[src/rtl/bus_dev_port_if.sv]
// Shared-bus side of one device port: the TX head offered to the bus and the
// deliveries coming back from it.
interface bus_dev_port_if #(
  parameter int pckg_sz = 16
);
  logic               pndng;
  logic [pckg_sz-1:0] D_pop;
  logic               pop;
  logic               push;
  logic [pckg_sz-1:0] D_push;

  modport master (
    input  pndng,
    input  D_pop,
    output pop,
    output push,
    output D_push
  );

  modport slave (
    output pndng,
    output D_pop,
    input  pop,
    input  push,
    input  D_push
  );
endinterface

[src/rtl/bus_dev_port.sv]
// Per-device bus port: FWFT TX queue toward the bus, address-filtered FWFT RX
// queue toward the host.
module bus_dev_port #(
  parameter int         pckg_sz    = 16,
  parameter int         fifo_depth = 16,
  parameter logic [7:0] id         = 8'h00,
  parameter logic [7:0] broadcast  = 8'hFF
) (
  input  logic                            clk,
  input  logic                            reset,
  input  logic                            host_wr,
  input  logic [pckg_sz-1:0]              host_wr_data,
  output logic                            tx_full,
  output logic [$clog2(fifo_depth+1)-1:0] tx_count,
  output logic                            tx_overflow,
  output logic                            pop_underflow,
  bus_dev_port_if.slave                   bus,
  output logic                            rx_valid,
  output logic [pckg_sz-1:0]              rx_data,
  input  logic                            rx_rd,
  output logic [$clog2(fifo_depth+1)-1:0] rx_count,
  output logic                            rx_overflow,
  output logic [7:0]                      filt_drops
);
  localparam int aw = $clog2(fifo_depth);
  localparam int cw = $clog2(fifo_depth+1);
  localparam logic [cw-1:0] full_cnt = cw'(fifo_depth);

  logic [pckg_sz-1:0] tx_mem [fifo_depth];
  logic [pckg_sz-1:0] rx_mem [fifo_depth];

  logic [aw-1:0] tx_rd_q, tx_rd_d, tx_wr_q, tx_wr_d;
  logic [aw-1:0] rx_rd_q, rx_rd_d, rx_wr_q, rx_wr_d;
  logic [cw-1:0] tx_cnt_q, tx_cnt_d, rx_cnt_q, rx_cnt_d;
  logic          tx_ovf_q, tx_ovf_d, pop_unf_q, pop_unf_d, rx_ovf_q, rx_ovf_d;
  logic [7:0]    filt_q, filt_d;

  logic tx_do_wr, tx_do_rd, rx_acc, rx_do_wr, rx_do_rd;

  always_comb begin
    // A read on a full queue frees the slot the same-edge write lands in.
    tx_do_rd  = bus.pop && (tx_cnt_q != '0);
    tx_do_wr  = host_wr && ((tx_cnt_q != full_cnt) || tx_do_rd);
    tx_rd_d   = tx_do_rd ? tx_rd_q + aw'(1) : tx_rd_q;
    tx_wr_d   = tx_do_wr ? tx_wr_q + aw'(1) : tx_wr_q;
    tx_cnt_d  = tx_cnt_q;
    case ({tx_do_wr, tx_do_rd})
      2'b10:   tx_cnt_d = tx_cnt_q + cw'(1);
      2'b01:   tx_cnt_d = tx_cnt_q - cw'(1);
      default: tx_cnt_d = tx_cnt_q;
    endcase
    tx_ovf_d  = tx_ovf_q | (host_wr & ~tx_do_wr);
    pop_unf_d = pop_unf_q | (bus.pop & (tx_cnt_q == '0));

    rx_acc   = bus.push && ((bus.D_push[pckg_sz-1 -: 8] == id) ||
                            (bus.D_push[pckg_sz-1 -: 8] == broadcast));
    rx_do_rd = rx_rd && (rx_cnt_q != '0);
    rx_do_wr = rx_acc && ((rx_cnt_q != full_cnt) || rx_do_rd);
    rx_rd_d  = rx_do_rd ? rx_rd_q + aw'(1) : rx_rd_q;
    rx_wr_d  = rx_do_wr ? rx_wr_q + aw'(1) : rx_wr_q;
    rx_cnt_d = rx_cnt_q;
    case ({rx_do_wr, rx_do_rd})
      2'b10:   rx_cnt_d = rx_cnt_q + cw'(1);
      2'b01:   rx_cnt_d = rx_cnt_q - cw'(1);
      default: rx_cnt_d = rx_cnt_q;
    endcase
    rx_ovf_d = rx_ovf_q | (rx_acc & ~rx_do_wr);
    filt_d   = (bus.push && !rx_acc && (filt_q != 8'hFF)) ? filt_q + 8'd1 : filt_q;
  end

  always_ff @(posedge clk) begin
    if (reset) begin
      tx_rd_q   <= '0;
      tx_wr_q   <= '0;
      tx_cnt_q  <= '0;
      tx_ovf_q  <= 1'b0;
      pop_unf_q <= 1'b0;
      rx_rd_q   <= '0;
      rx_wr_q   <= '0;
      rx_cnt_q  <= '0;
      rx_ovf_q  <= 1'b0;
      filt_q    <= '0;
    end else begin
      tx_rd_q   <= tx_rd_d;
      tx_wr_q   <= tx_wr_d;
      tx_cnt_q  <= tx_cnt_d;
      tx_ovf_q  <= tx_ovf_d;
      pop_unf_q <= pop_unf_d;
      rx_rd_q   <= rx_rd_d;
      rx_wr_q   <= rx_wr_d;
      rx_cnt_q  <= rx_cnt_d;
      rx_ovf_q  <= rx_ovf_d;
      filt_q    <= filt_d;
    end
  end

  // Storage needs no reset: stale entries are unreachable once the counts clear.
  always_ff @(posedge clk) begin
    if (!reset && tx_do_wr) tx_mem[tx_wr_q] <= host_wr_data;
    if (!reset && rx_do_wr) rx_mem[rx_wr_q] <= bus.D_push;
  end

  assign bus.pndng     = (tx_cnt_q != '0);
  assign bus.D_pop     = tx_mem[tx_rd_q];
  assign tx_full       = (tx_cnt_q == full_cnt);
  assign tx_count      = tx_cnt_q;
  assign tx_overflow   = tx_ovf_q;
  assign pop_underflow = pop_unf_q;
  assign rx_valid      = (rx_cnt_q != '0);
  assign rx_data       = rx_mem[rx_rd_q];
  assign rx_count      = rx_cnt_q;
  assign rx_overflow   = rx_ovf_q;
  assign filt_drops    = filt_q;
endmodule

[src/flat_wrapper.sv]
// flat-port wrapper written by rule: the top's interface ports become plain ports
module bus_dev_port_flat 
#(
  parameter int         pckg_sz    = 16,
  parameter int         fifo_depth = 16,
  parameter logic [7:0] id         = 8'h00,
  parameter logic [7:0] broadcast  = 8'hFF
)
  (clk, reset, host_wr, host_wr_data, tx_full, tx_count, tx_overflow, pop_underflow, rx_valid, rx_data, rx_rd, rx_count, rx_overflow, filt_drops, bus_pndng, bus_D_pop, bus_pop, bus_push, bus_D_push);
  bus_dev_port_if #(.pckg_sz(pckg_sz)) bus_i ();
  input  logic clk;
  input  logic reset;
  input  logic host_wr;
  input  logic [pckg_sz-1:0] host_wr_data;
  output logic tx_full;
  output logic [$clog2(fifo_depth+1)-1:0] tx_count;
  output logic tx_overflow;
  output logic pop_underflow;
  output logic rx_valid;
  output logic [pckg_sz-1:0] rx_data;
  input  logic rx_rd;
  output logic [$clog2(fifo_depth+1)-1:0] rx_count;
  output logic rx_overflow;
  output logic [7:0] filt_drops;
  output wire logic [$bits(bus_i.pndng)-1:0] bus_pndng;
  output wire logic [$bits(bus_i.D_pop)-1:0] bus_D_pop;
  input wire logic [$bits(bus_i.pop)-1:0] bus_pop;
  input wire logic [$bits(bus_i.push)-1:0] bus_push;
  input wire logic [$bits(bus_i.D_push)-1:0] bus_D_push;
  assign bus_pndng = bus_i.pndng;
  assign bus_D_pop = bus_i.D_pop;
  assign bus_i.pop = bus_pop;
  assign bus_i.push = bus_push;
  assign bus_i.D_push = bus_D_push;
  bus_dev_port #(.pckg_sz(pckg_sz), .fifo_depth(fifo_depth), .id(id), .broadcast(broadcast)) u_core (.clk(clk), .reset(reset), .host_wr(host_wr), .host_wr_data(host_wr_data), .tx_full(tx_full), .tx_count(tx_count), .tx_overflow(tx_overflow), .pop_underflow(pop_underflow), .bus(bus_i), .rx_valid(rx_valid), .rx_data(rx_data), .rx_rd(rx_rd), .rx_count(rx_count), .rx_overflow(rx_overflow), .filt_drops(filt_drops));
endmodule
[config.mk]
export PLATFORM = sky130hd
export DESIGN_NAME = bus_dev_port_flat
export DESIGN_NICKNAME = d
export VERILOG_FILES = /design/src/rtl/bus_dev_port_if.sv /design/src/rtl/bus_dev_port.sv /design/src/flat_wrapper.sv
export SDC_FILE = /design/constraint.sdc
export NUM_CORES = 1
export LEC_CHECK = 0
export ABC_CLOCK_PERIOD_IN_PS = 6100
export CAP_MARGIN = 20
export CORE_MARGIN = 5
export CORE_UTILIZATION = 35
export CTS_CLUSTER_DIAMETER = 60
export DETAILED_ROUTE_END_ITERATION = 6
export PLACE_DENSITY = 0.6
export REMOVE_ABC_BUFFERS = 1
export SLEW_MARGIN = 40
export SYNTH_ARGS = -nofsm -noshare
export SYNTH_HDL_FRONTEND = slang
export SYNTH_SLANG_ARGS = --single-unit
[constraint.sdc]
create_clock -name clk -period 6.1 [get_ports clk]
set_input_delay 1.22 -clock clk [delete_from_list [all_inputs] [get_ports clk]]
set_output_delay 1.22 -clock clk [all_outputs]
set_load 0.1 [all_outputs]
After elaboration in Yosys (flattened, before gate mapping)
Memories as Yosys holds them, arrays and structs flattened. A register that Yosys moved wholly into a read port is not among the register bits. Index checks and enable logic that the tools add are counted.

$add $sub $neg: 9. Equal/unequal tests: 9. Muxes and demuxes: 10. Bitwise gates (word level): 8. Reduce and logical (&&, ||, !) cells: 20.

Operator list (count): $pmux W5 S2 (2); $add A4 B1 Y4 const B (4); $mux W4 (4); $add A5 B1 Y5 const B (2); $ne A5 B5 Y1 const B (2); $reduce_bool A5 Y1 (2); $sub A5 B1 Y5 const B (2); $logic_and A1 B1 Y1 (9); $add A8 B1 Y8 const B (1); $eq A8 B8 Y1 const B (1); $logic_not A8 Y1 (1); $ne A8 B8 Y1 const B (1); $eq A5 B5 Y1 const B (1); $logic_not A5 Y1 (1); $eq A2 B1 Y1 const B (2); $eq A2 B2 Y1 const B (2); $mux W1 (4); $reduce_bool A2 Y1 (2); $and A1 B1 Y1 (3); $logic_or A1 B1 Y1 (3); $or A1 B1 Y1 (3); $logic_not A1 Y1 (2); $not A1 Y1 (2).

Register bits: 37. Bits in writable memories: 512. Input bits: 38. Output and inout port bits: 56. Logic and storage cells: 68. Memories: 2.

Memories: u_core.rx_mem (words 16, bits a word 16, rd ports 1, clocked after Yosys merged registers in 1, write ports 1, line bus_dev_port.sv:30) `logic [pckg_sz-1:0] rx_mem [fifo_depth];`; u_core.tx_mem (words 16, bits a word 16, rd ports 1, clocked after Yosys merged registers in 1, write ports 1, line bus_dev_port.sv:29) `logic [pckg_sz-1:0] tx_mem [fifo_depth];`.

Longest topological paths before layout
Gate-level depths: netlist (run 1).

Depth after elaboration: 7. Depth in mapped cells: 13. Mapped depth without buffers: 12.

Worst setup path after synthesis (run 1)
OpenSTA, ideal clock, no wires.

Kind: input-to-reg. Start point: in bus_D_push[9]. End point: mem u_core.rx_mem[0][0], enable pin. Setup time: 0.430 ns. Arrival: 3.676 ns. Required time: 5.670 ns. Path slack: 1.994 ns. Stages on the path: 6. Buffers on the path: 0. Cells stage by stage: nor4_1 nand2_1 o21a_2 nor3_4 inv_2 nor4_1.

Cells in the longest elaborated chain, start to end: 7. Elaborated cells between the ends (all ways): 8. Those cells by class: eq/ne (1); mux (2); reduce/logical (5).

RTL lines: start: declaration (line flat_wrapper.sv:29) `input wire logic [$bits(bus_i.D_push)-1:0] bus_D_push;`; $eq A8 B8 Y1 or $logic_not A8 Y1 (tied branches) (line bus_dev_port.sv:56, bus_dev_port.sv:55); $logic_or A1 B1 Y1 (*) (line bus_dev_port.sv:55) `rx_acc = bus.push && ((bus.D_push[pckg_sz-1 -: 8] == id) ||`; $logic_and A1 B1 Y1 (*) (line bus_dev_port.sv:55); $logic_and A1 B1 Y1 (*) (line bus_dev_port.sv:58) `rx_do_wr = rx_acc && ((rx_cnt_q != full_cnt) || rx_do_rd);`; $logic_and A1 B1 Y1 (*) (line bus_dev_port.sv:100) `if (!reset && rx_do_wr) rx_mem[rx_wr_q] <= bus.D_push;`; $mux W1 (*) (line bus_dev_port.sv:100); $mux W1 (not written as such) (*) (line bus_dev_port.sv:100); end: declaration (line bus_dev_port.sv:30).

Every way passes the cells marked *; elsewhere a longest branch is shown, timed or not.

==> results of run 1 <==
[power by group through the flow]
stage	logic [W]	clock network [W]	registers (W)
global placement	0.00139	0	0.00440
floorplan	0.000895	0	0.00455
CTS	0.00139	0.00360	0.00428
finish	0.00137	0.00351	0.00428
detailed placement	0.00139	0	0.00437
global route	0.00145	0.00376	0.00429
[through the flow]
stage               hold WS, ns  std cells  utilization
floorplan                 0.472       1025            -
global placement          0.456       1953        0.387
detailed placement        0.460       1968        0.386
CTS                       0.474       2072        0.417
global route              0.493       2072        0.417
finish                    0.463       2073        0.417
[routing by layer]
metal  vias to the layer above  share of wire  track usage
li1                       4737              -            -
met1                      5656           0.42        0.177
met2                       240           0.52        0.245
met3                        77          0.046       0.0244
met4                         2          0.021       0.0348
met5                         -        0.00028            0
[final cells by class]
class | count | area, µm²
diodes | 1 | 2.50
clock buffers | 63 | 1490
clock inverters | 41 | 415
fillers | 5371 | 35800
inverters | 15 | 56.3
multi-input cells | 453 | 5220
flip-flops and latches | 557 | 16300
well taps | 790 | 988
repair buffers | 153 | 1190
[flip-flops by register name, indices dropped and copies added (netlist names), named ones only]
register / flops
u_core.filt_drops: 8
u_core.pop_underflow: 1
u_core.rx_count: 5
u_core.rx_mem: 256
u_core.rx_overflow: 1
u_core.rx_rd_q: 4
u_core.rx_wr_q: 4
u_core.tx_count: 5
u_core.tx_mem: 256
u_core.tx_overflow: 1
u_core.tx_rd_q: 4
u_core.tx_wr_q: 4
[path summary, 6_finish.rpt]
path | start | to | depth (start not counted)
min | u_core.rx_overflow | u_core.rx_overflow | 2
max | flop | rx_data[2] | 6
max reg2reg | u_core.rx_count[0] | u_core.rx_count[4] | 11
min reg2reg | u_core.rx_overflow | u_core.rx_overflow | 2
[logic make-up (layout without fill, tap and decap cells)]
group / after synthesis / count (layout) / share of synthesized area
muxes: 140 / 140 / 0.139
and+or+nand+nor: 180 / 180 / 0.0434
other: 0 / 1 / 0
AOI/OAI and AO/OA: 96 / 96 / 0.0315
DFF: 557 / 557 / 0.753
buffers and inverters: 72 / 272 / 0.0139
xor gates and xnor gates: 16 / 16 / 0.00648
adders and majority gates: 21 / 21 / 0.0128
[Yosys cell counts (all sizes together)]
| cell type | count |
|---|---|
| edfxtp | 512 |
| mux4 | 128 |
| a22oi | 64 |
| nor2 | 52 |
| nand2 | 48 |
| dfxtp | 45 |
| clkbuf | 37 |
| nor3 | 21 |
| buf | 20 |
| ha | 19 |
| nand2b | 16 |
| inv | 15 |
| a21oi | 14 |
| nor4 | 11 |
| xor2 | 10 |
| mux2i | 8 |
| nand4 | 7 |
| nor2b | 7 |
| xnor2 | 6 |
| a31oi | 5 |
| and2 | 4 |
| mux2 | 4 |
| nand3b | 4 |
| a21o | 3 |
| o21ai | 3 |
| or3 | 3 |
| and3 | 2 |
| fa | 2 |
| nand3 | 2 |
| o31ai | 2 |
| or4 | 2 |
| a21boi | 1 |
| a31o | 1 |
| a41oi | 1 |
| nor3b | 1 |
| o21a | 1 |
| o21bai | 1 |
[worst min-delay path: stages (launching register included)]
cell                      delay, ns
sky130_fd_sc_hd__dfxtp_1       0.32
sky130_fd_sc_hd__a31oi_1       0.04
sky130_fd_sc_hd__nor2_1        0.07
==> impl_metrics.toml, run 1 <==
[grt]
grt_start_max_net_pins = 65
antenna_found_initial = 2
grt_pass1_vias = 11150
global_router_s_overall_resource_usage = 0.138
wire_length_of_the_first_global_routing_pass_um = 70000
globalRoute.totalOverflow = 0

[sta]
clock_skew_ns = 0.0450
worst_pin_slew_ns = 0.790
setup_tns_final_ns = 0
maxClockFrequency_ghz = 0.238
post-route-period-util = 0.690
slew_viol_final = 0
timing.final.setup_violations = 0
rsz_0062_raised_after_global_routing = "false"
timing.final.ws_setup_ns = 1.89
minimum_clock_period_ns = 4.21
final_hold_viol_count = 0
worst_case_headroom_to_the_max_slew_limit = 0.471

[cts]
max-clock-path-buffers = 3
worstSkewPairLatency_ns = 0.63
root_buffer = "sky130_fd_sc_hd__clkbuf_16"
cts_hold_repair.buffers = 0
worst_setup_hold_path_clk_slew_ns = 0.06
numCtsBuffers = 58
ctsHtreeMaxLevel = 2
cts_tree = "yes"
post_cts.resized_instances = 0
cts_post_setup_buffers_inserted = 0
cts.sink_count = 557

[route]
drt_wl_total_um = 46700
detailedRoute.firstIterationViolations = 827
routed_via_density = 5.17
remaining_drc_errors = 0
vias = 10712
antenna_violating_nets_post_route = 0
drtPass1Iterations = 5
route.detailed.wl_per_inst_um = 22.5

[power]
finalPower_w = 0.00916
seq_power_share = 0.467
comb_power_share = 0.149
power.clock.fraction = 0.384
internal_power_w = 0.00669
p_leak_nw = 8.34
sw_share = 0.270
power.density_mw_per_mm2 = 357
power.net_switching_w = 0.00247
vdd_drop_max_mv = 0.361

[logic_synthesis]
synth.yosys.seq_area_share = 0.753
syn-mean-instance-area_um2 = 20.0
post_synth_inst_count = 1082
ys_top_cells_by_area = "sky130_fd_sc_hd__edfxtp_1, sky130_fd_sc_hd__mux4_2, sky130_fd_sc_hd__dfxtp_1, sky130_fd_sc_hd__a22oi_1, sky130_fd_sc_hd__ha_1"
syn_area_mm2 = 0.0216
yosysWarningCount = 0
synthDistinctLibCells = 47
ys_seq_elements = 557
yosys.area.top_type = "sky130_fd_sc_hd__edfxtp_1"
synth_top_cell_area_share = 0.711

[floorplan]
core_region_mm2 = 0.0615
top_level_ports = 94
num_rows = 91
floorplan.die.height_um = 259
floorplan.die_area_mm2 = 0.0669
starting_density_of_the_core = 0.352
fp.dieW_um = 259

[place]
buffer_ports.inserted = 93
globalplace.congestion = 0.708
place.detailed.hpwl_um = 27500
placed_area_mm2 = 0.0237
post-place-ws_ns = 1.31

[critical_path]
worst_ep_required_time_ns = 4.88
worst_setup_path_end_kind = "output pin"
startpoint_type = "flop"
cells_along_the_critical_path = "buf_12, buf_4, mux4_2, a22oi_1, nand2_1, buf_2"
cp.arrival_ns = 2.99
worst_path_dominant_cell_family = "buffers and inverters"
max_stage_delay_ns = 0.59
critPathSlowestCell = "sky130_fd_sc_hd__dfxtp_4"
reg2reg_setup_slack_ns = 2.62
worst-path-max-fanout = 26
critical_path_buf_inv_count = 3
setup.worst_path.class = "reg2out"

[final_layout]
final_cell_area_mm2 = 0.0256
layout.cells.most_common = "sky130_fd_sc_hd__edfxtp_1"
post_route_cells_drive_above_1_share = 0.297
areaGrowthSynthToFinish_pct = 18.6
commonest_cells_after_routing_fill_and_taps_aside = "sky130_fd_sc_hd__edfxtp_1, sky130_fd_sc_hd__mux4_2, sky130_fd_sc_hd__a22oi_1"
design.final.nets = 1297

[worst_hold_path]
hold_path.class = "reg2reg"

[job]
drv_cap = 0

[status]
status = "finished clean"
(Power assumes the default switching activity.)
==> run 2, diff against run 1 <==
ABC_CLOCK_PERIOD_IN_PS = 3500   (was 6100)
PLACE_DENSITY = 0.62   (was 0.6)
clock period = 3.5 ns   (was 6.1 ns; I/O delays follow)
==> run 2 against run 1 <==
Hold slack improved by 0.0078 ns. Critical path depth fell by 1. Largest power group unchanged. Non-clock buffer count rose by 19. Utilization rose by 1.3 points. Global-route usage rose by 0.062 points. Total power rose by 78%. Flip-flop and latch count did not move. Largest cell class unchanged. Count of clock-buffer cells in the layout rose by 16. Sequential power rose by 73%. Sequential share of layout area fell by 1.9 points. Cell area rose by 3.2%. Combinational power rose by 100%.
==> impl_metrics.toml, run 2 (synthesis results as in run 1) <==
[floorplan]
fp.dieW_um = 259
starting_density_of_the_core = 0.352
floorplan.die_area_mm2 = 0.0669
num_rows = 91
top_level_ports = 94
floorplan.die.height_um = 259
core_region_mm2 = 0.0615

[final_layout]
areaGrowthSynthToFinish_pct = 22.3
fillerInstances = 5305
postLayoutCoreUtil = 0.430
post_route_cells_drive_above_1_share = 0.304
layout.cells.most_common = "sky130_fd_sc_hd__edfxtp_1"
design.final.nets = 1317
commonest_cells_after_routing_fill_and_taps_aside = "sky130_fd_sc_hd__edfxtp_1, sky130_fd_sc_hd__mux4_2, sky130_fd_sc_hd__buf_4"

[sta]
final_hold_viol_count = 0
slew_viol_final = 0
maxClockFrequency_ghz = 0.305
clock_skew_ns = 0.0277
rsz_0062_raised_after_global_routing = "false"
post-route-period-util = 0.937
timing.final.ws_setup_ns = 0.220
minimum_clock_period_ns = 3.28
worst_pin_slew_ns = 0.825
timing.final.setup_violations = 0
worst_case_headroom_to_the_max_slew_limit = 0.448

[critical_path]
cp.arrival_ns = 2.58
worst_setup_path_end_kind = "output pin"
setup.worst_path.class = "reg2out"
startpoint_type = "flop"
worst_ep_required_time_ns = 2.80
worst-path-max-fanout = 44

[cts]
cts.sink_count = 557
cts_post_setup_buffers_inserted = 0
cts_hold_repair.buffers = 0
post_cts.resized_instances = 0
cts_tree = "yes"
worst_setup_hold_path_clk_slew_ns = 0.06
root_buffer = "sky130_fd_sc_hd__clkbuf_16"
numCtsBuffers = 59
max-clock-path-buffers = 3
ctsHtreeMaxLevel = 2
worstSkewPairLatency_ns = 0.61

[status]
status = "finished clean"

[grt]
globalRoute.totalOverflow = 0
global_router_s_overall_resource_usage = 0.138
grt_start_max_net_pins = 65
antenna_found_initial = 2
wire_length_of_the_first_global_routing_pass_um = 70700
top_usage_layer = "met2"
groute.layer.met3.usage = 0.0278
met1_capacity_usage_during_global_routing = 0.185
gr-usage-met2 = 0.236
grt_pass1_vias = 11313

[worst_hold_path]
hold_path.class = "reg2reg"

[route]
drt_wl_total_um = 46300
drtPass1Iterations = 5
route.detailed.wl_per_inst_um = 22.1
routed_via_density = 5.12
antenna_violating_nets_post_route = 0
remaining_drc_errors = 0
detailedRoute.firstIterationViolations = 831
vias = 10739

[job]
drv_cap = 0

[power]
p_leak_nw = 8.66
finalPower_w = 0.0163
vdd_drop_max_mv = 0.906
power.density_mw_per_mm2 = 616

[place]
post-place-ws_ns = -0.250
buffer_ports.inserted = 93
place.detailed.hpwl_um = 26400
globalplace.congestion = 0.733
==> run 2: layer usage <==
layer  vias to the layer above  wire length [µm]
li1                       4791                 -
met1                      5644             19600
met2                       257             23500
met3                        47              2470
met4                         0               816
met5                         -                 0
==> run 2: path summary, 6_finish.rpt <==
check                                   startpoint                  to  slack (ns)  cells past startpoint
worst min register to register  u_core.tx_overflow  u_core.tx_overflow        0.47                      2
worst min-delay path            u_core.tx_overflow  u_core.tx_overflow        0.47                      2
worst max-delay path                          flop          rx_data[9]        0.22                      5
worst max register to register  u_core.rx_count[0]  u_core.rx_count[4]        0.72                     11
==> run 2: layout make-up <==
class | instances | area (µm²) | share of cell area
Clock inverter | 30 | 325 | 0.0123
Multi-Input combinational cell | 453 | 5200 | 0.197
Antenna cell | 2 | 5.00 | 0.000189
Inverter | 15 | 56.3 | 0.00213
Tap cell | 790 | 988 | 0.0374
Sequential cell | 557 | 16300 | 0.616
Timing Repair Buffer | 172 | 1990 | 0.0752
Clock buffer | 79 | 1600 | 0.0606
==> run 2: critical path: stages (launching register included) <==
cell                      delay [ns]
sky130_fd_sc_hd__dfxtp_4        0.42
sky130_fd_sc_hd__buf_12         0.34
sky130_fd_sc_hd__mux4_2         0.56
sky130_fd_sc_hd__a22oi_1        0.28
sky130_fd_sc_hd__nand2_1        0.14
sky130_fd_sc_hd__buf_12         0.19
==> run 2: metrics by stage <==
stage | cells | area (µm²) | TNS [ns] | hold WS, ns
5_1_grt | 2096 | 26500 | 0 | 0.492
6_report | 2098 | 26500 | 0 | 0.470
2_1_floorplan | 1025 | 21400 | -72.36 | 0.472
3_5_place_dp | 1985 | 24500 | -0.250 | 0.458
4_1_cts | 2094 | 26400 | 0 | 0.473
3_3_place_gp | 1985 | 24600 | -0.232 | 0.457
==> run 2: power breakdown <==
| group | internal (W) | switching [W] | leakage (nW) |
|---|---|---|---|
| sequential | 0.00734 | 0.0000756 | 4.97 |
| clock | 0.00360 | 0.00253 | 0.948 |
| combinational | 0.00107 | 0.00169 | 2.74 |
| total | 0.0120 | 0.00429 | 8.66 |
==> run 3, diff against run 2 <==
CTS_CLUSTER_DIAMETER = 40   (was 60)
==> run 3 against run 2 <==
Sequential share of layout area down 1.7 points. Cell area up 2.8%. Wire length up 0.75%. Sequential power about the same. Maximum frequency down 1.6%. Hold slack worse by 0.0015 ns. Global-route usage up 0.19 points. Flip-flop and latch count unchanged. First-iteration DRC count down 9.0%. Register-to-register slack better by 0.03 ns. Non-clock buffer count down 2.
==> impl_metrics.toml, run 3 (synthesis results as in run 1) <==
[critical_path]
cell_mode_on_critical_path = "sky130_fd_sc_hd__buf_12"
cells_along_the_critical_path = "buf_12, mux4_2, a22oi_1, nand2_1, buf_12"
critical_path_depth = 5
worst_ep_required_time_ns = 2.80
critical_path_buf_inv_count = 2
timing.rr.start = "u_core.rx_count[0]"
reg2reg_setup_slack_ns = 0.75
worst_path_dominant_cell_family = "flip-flops"
setup.worst_path.class = "reg2out"
startpoint_type = "flop"
worst_setup_path_end_kind = "output pin"
max_stage_delay_ns = 0.54
timing.rr.end = "u_core.rx_count[4]"
cp.arrival_ns = 2.63
worst-path-max-fanout = 24
r2r.worst_path.cells = 11
critPathSlowestCell = "sky130_fd_sc_hd__dfxtp_4"

[floorplan]
floorplan.die.height_um = 259
starting_density_of_the_core = 0.352
top_level_ports = 94
num_rows = 91
core_region_mm2 = 0.0615
fp.dieW_um = 259
floorplan.die_area_mm2 = 0.0669

[final_layout]
post_route_cells_drive_above_1_share = 0.331
commonest_cells_after_routing_fill_and_taps_aside = "sky130_fd_sc_hd__edfxtp_1, sky130_fd_sc_hd__mux4_2, sky130_fd_sc_hd__clkbuf_16"
post_layout_nonfiller_instances = 2135
layout.cells.most_common = "sky130_fd_sc_hd__edfxtp_1"
design.final.nets = 1337
areaGrowthSynthToFinish_pct = 25.8
postLayoutCoreUtil = 0.442

[sta]
clock_skew_ns = 0.0331
worst_case_headroom_to_the_max_slew_limit = 0.447
minimum_clock_period_ns = 3.33
worst_pin_slew_ns = 0.827
setup_tns_final_ns = 0
final_hold_viol_count = 0
post-route-period-util = 0.953
slew_viol_final = 0
timing.final.ws_setup_ns = 0.166
timing.final.setup_violations = 0
maxClockFrequency_ghz = 0.300
rsz_0062_raised_after_global_routing = "false"

[cts]
worstSkewPairLatency_ns = 0.62
ctsHtreeMaxLevel = 3
numCtsBuffers = 81
cts_tree = "yes"
cts_hold_repair.buffers = 0
worst_setup_hold_path_clk_slew_ns = 0.05
root_buffer = "sky130_fd_sc_hd__clkbuf_16"
max-clock-path-buffers = 3
post_cts.resized_instances = 0
cts.sink_count = 557
cts_post_setup_buffers_inserted = 0

[route]
detailedRoute.firstIterationViolations = 756
antenna_violating_nets_post_route = 0
drtPass1Iterations = 5
remaining_drc_errors = 0
vias = 10855
route.detailed.wl_per_inst_um = 21.9
routed_via_density = 5.08
drt_wl_total_um = 46700

[place]
post-place-ws_ns = -0.250
place.detailed.hpwl_um = 26400
dp_cells = 1985
globalplace.congestion = 0.733
buffer_ports.inserted = 93

[worst_hold_path]
worstHoldStart = "u_core.tx_overflow"
whs_endpoint = "u_core.tx_overflow"
hold_path.class = "reg2reg"
min_path_cells = 2

[power]
p_leak_nw = 8.98
power.density_mw_per_mm2 = 662
vdd_drop_max_mv = 0.984

[grt]
wire_length_of_the_first_global_routing_pass_um = 71400
global_router_s_overall_resource_usage = 0.140
antenna_found_initial = 2
grt_start_max_net_pins = 65
grt_pass1_vias = 11594
globalRoute.totalOverflow = 0

[status]
status = "finished clean"

[job]
drv_cap = 0
## run 3: worst reg2reg max path: cells and delay by family (launching register included)
family	cells	cell delay, ns
adders and majority gates	2	0.53
DFF	1	0.38
buffers and inverters	1	0.06
and+or+nand+nor	4	1.16
xor gates and xnor gates	1	0.09
AOI/OAI and AO/OA	3	0.48
## run 3: worst max-delay path by stage
stage,endpoint,slack [ns]
floorplan,bus_D_pop[0],-1.33
global placement,u_core.rx_count[4],-0.23
detailed placement,u_core.rx_count[4],-0.25
CTS,bus_D_pop[13],0.08
global route,bus_D_pop[3],0.007
finish,bus_D_pop[13],0.17
## run 3: layout make-up
| type | count | area [µm²] |
|---|---|---|
| well taps | 790 | 988 |
| diodes | 2 | 5.00 |
| clock inverters | 61 | 628 |
| inverters | 15 | 56.3 |
| fillers | 5231 | 34300 |
| repair buffers | 170 | 1960 |
| clock buffers | 87 | 2070 |
| flip-flops and latches | 557 | 16300 |
| multi-input cells | 453 | 5200 |
## run 3: where the power goes
part	switching [W]	internal (W)
registers	0.000109	0.00735
logic	0.00165	0.00104
clock network	0.00310	0.00477
total	0.00485	0.0132
## run 3: through the flow
| stage | cell area (µm²) | power (W) | hold WS (ns) |
|---|---|---|---|
| floorplan | 21400 | 0.00949 | 0.472 |
| global placement | 24600 | 0.0103 | 0.457 |
| detailed placement | 24500 | 0.0103 | 0.458 |
| CTS | 27200 | 0.0182 | 0.471 |
| global route | 27200 | 0.0187 | 0.490 |
| finish | 27200 | 0.0180 | 0.469 |
## run 3: metal layers
layer / vias up / track usage / part of all wire
li1: 4857 / - / -
met1: 5677 / 0.182 / 0.42
met2: 248 / 0.237 / 0.51
met3: 73 / 0.0340 / 0.047
met4: 0 / 0.0418 / 0.022
met5: - / 0 / 0
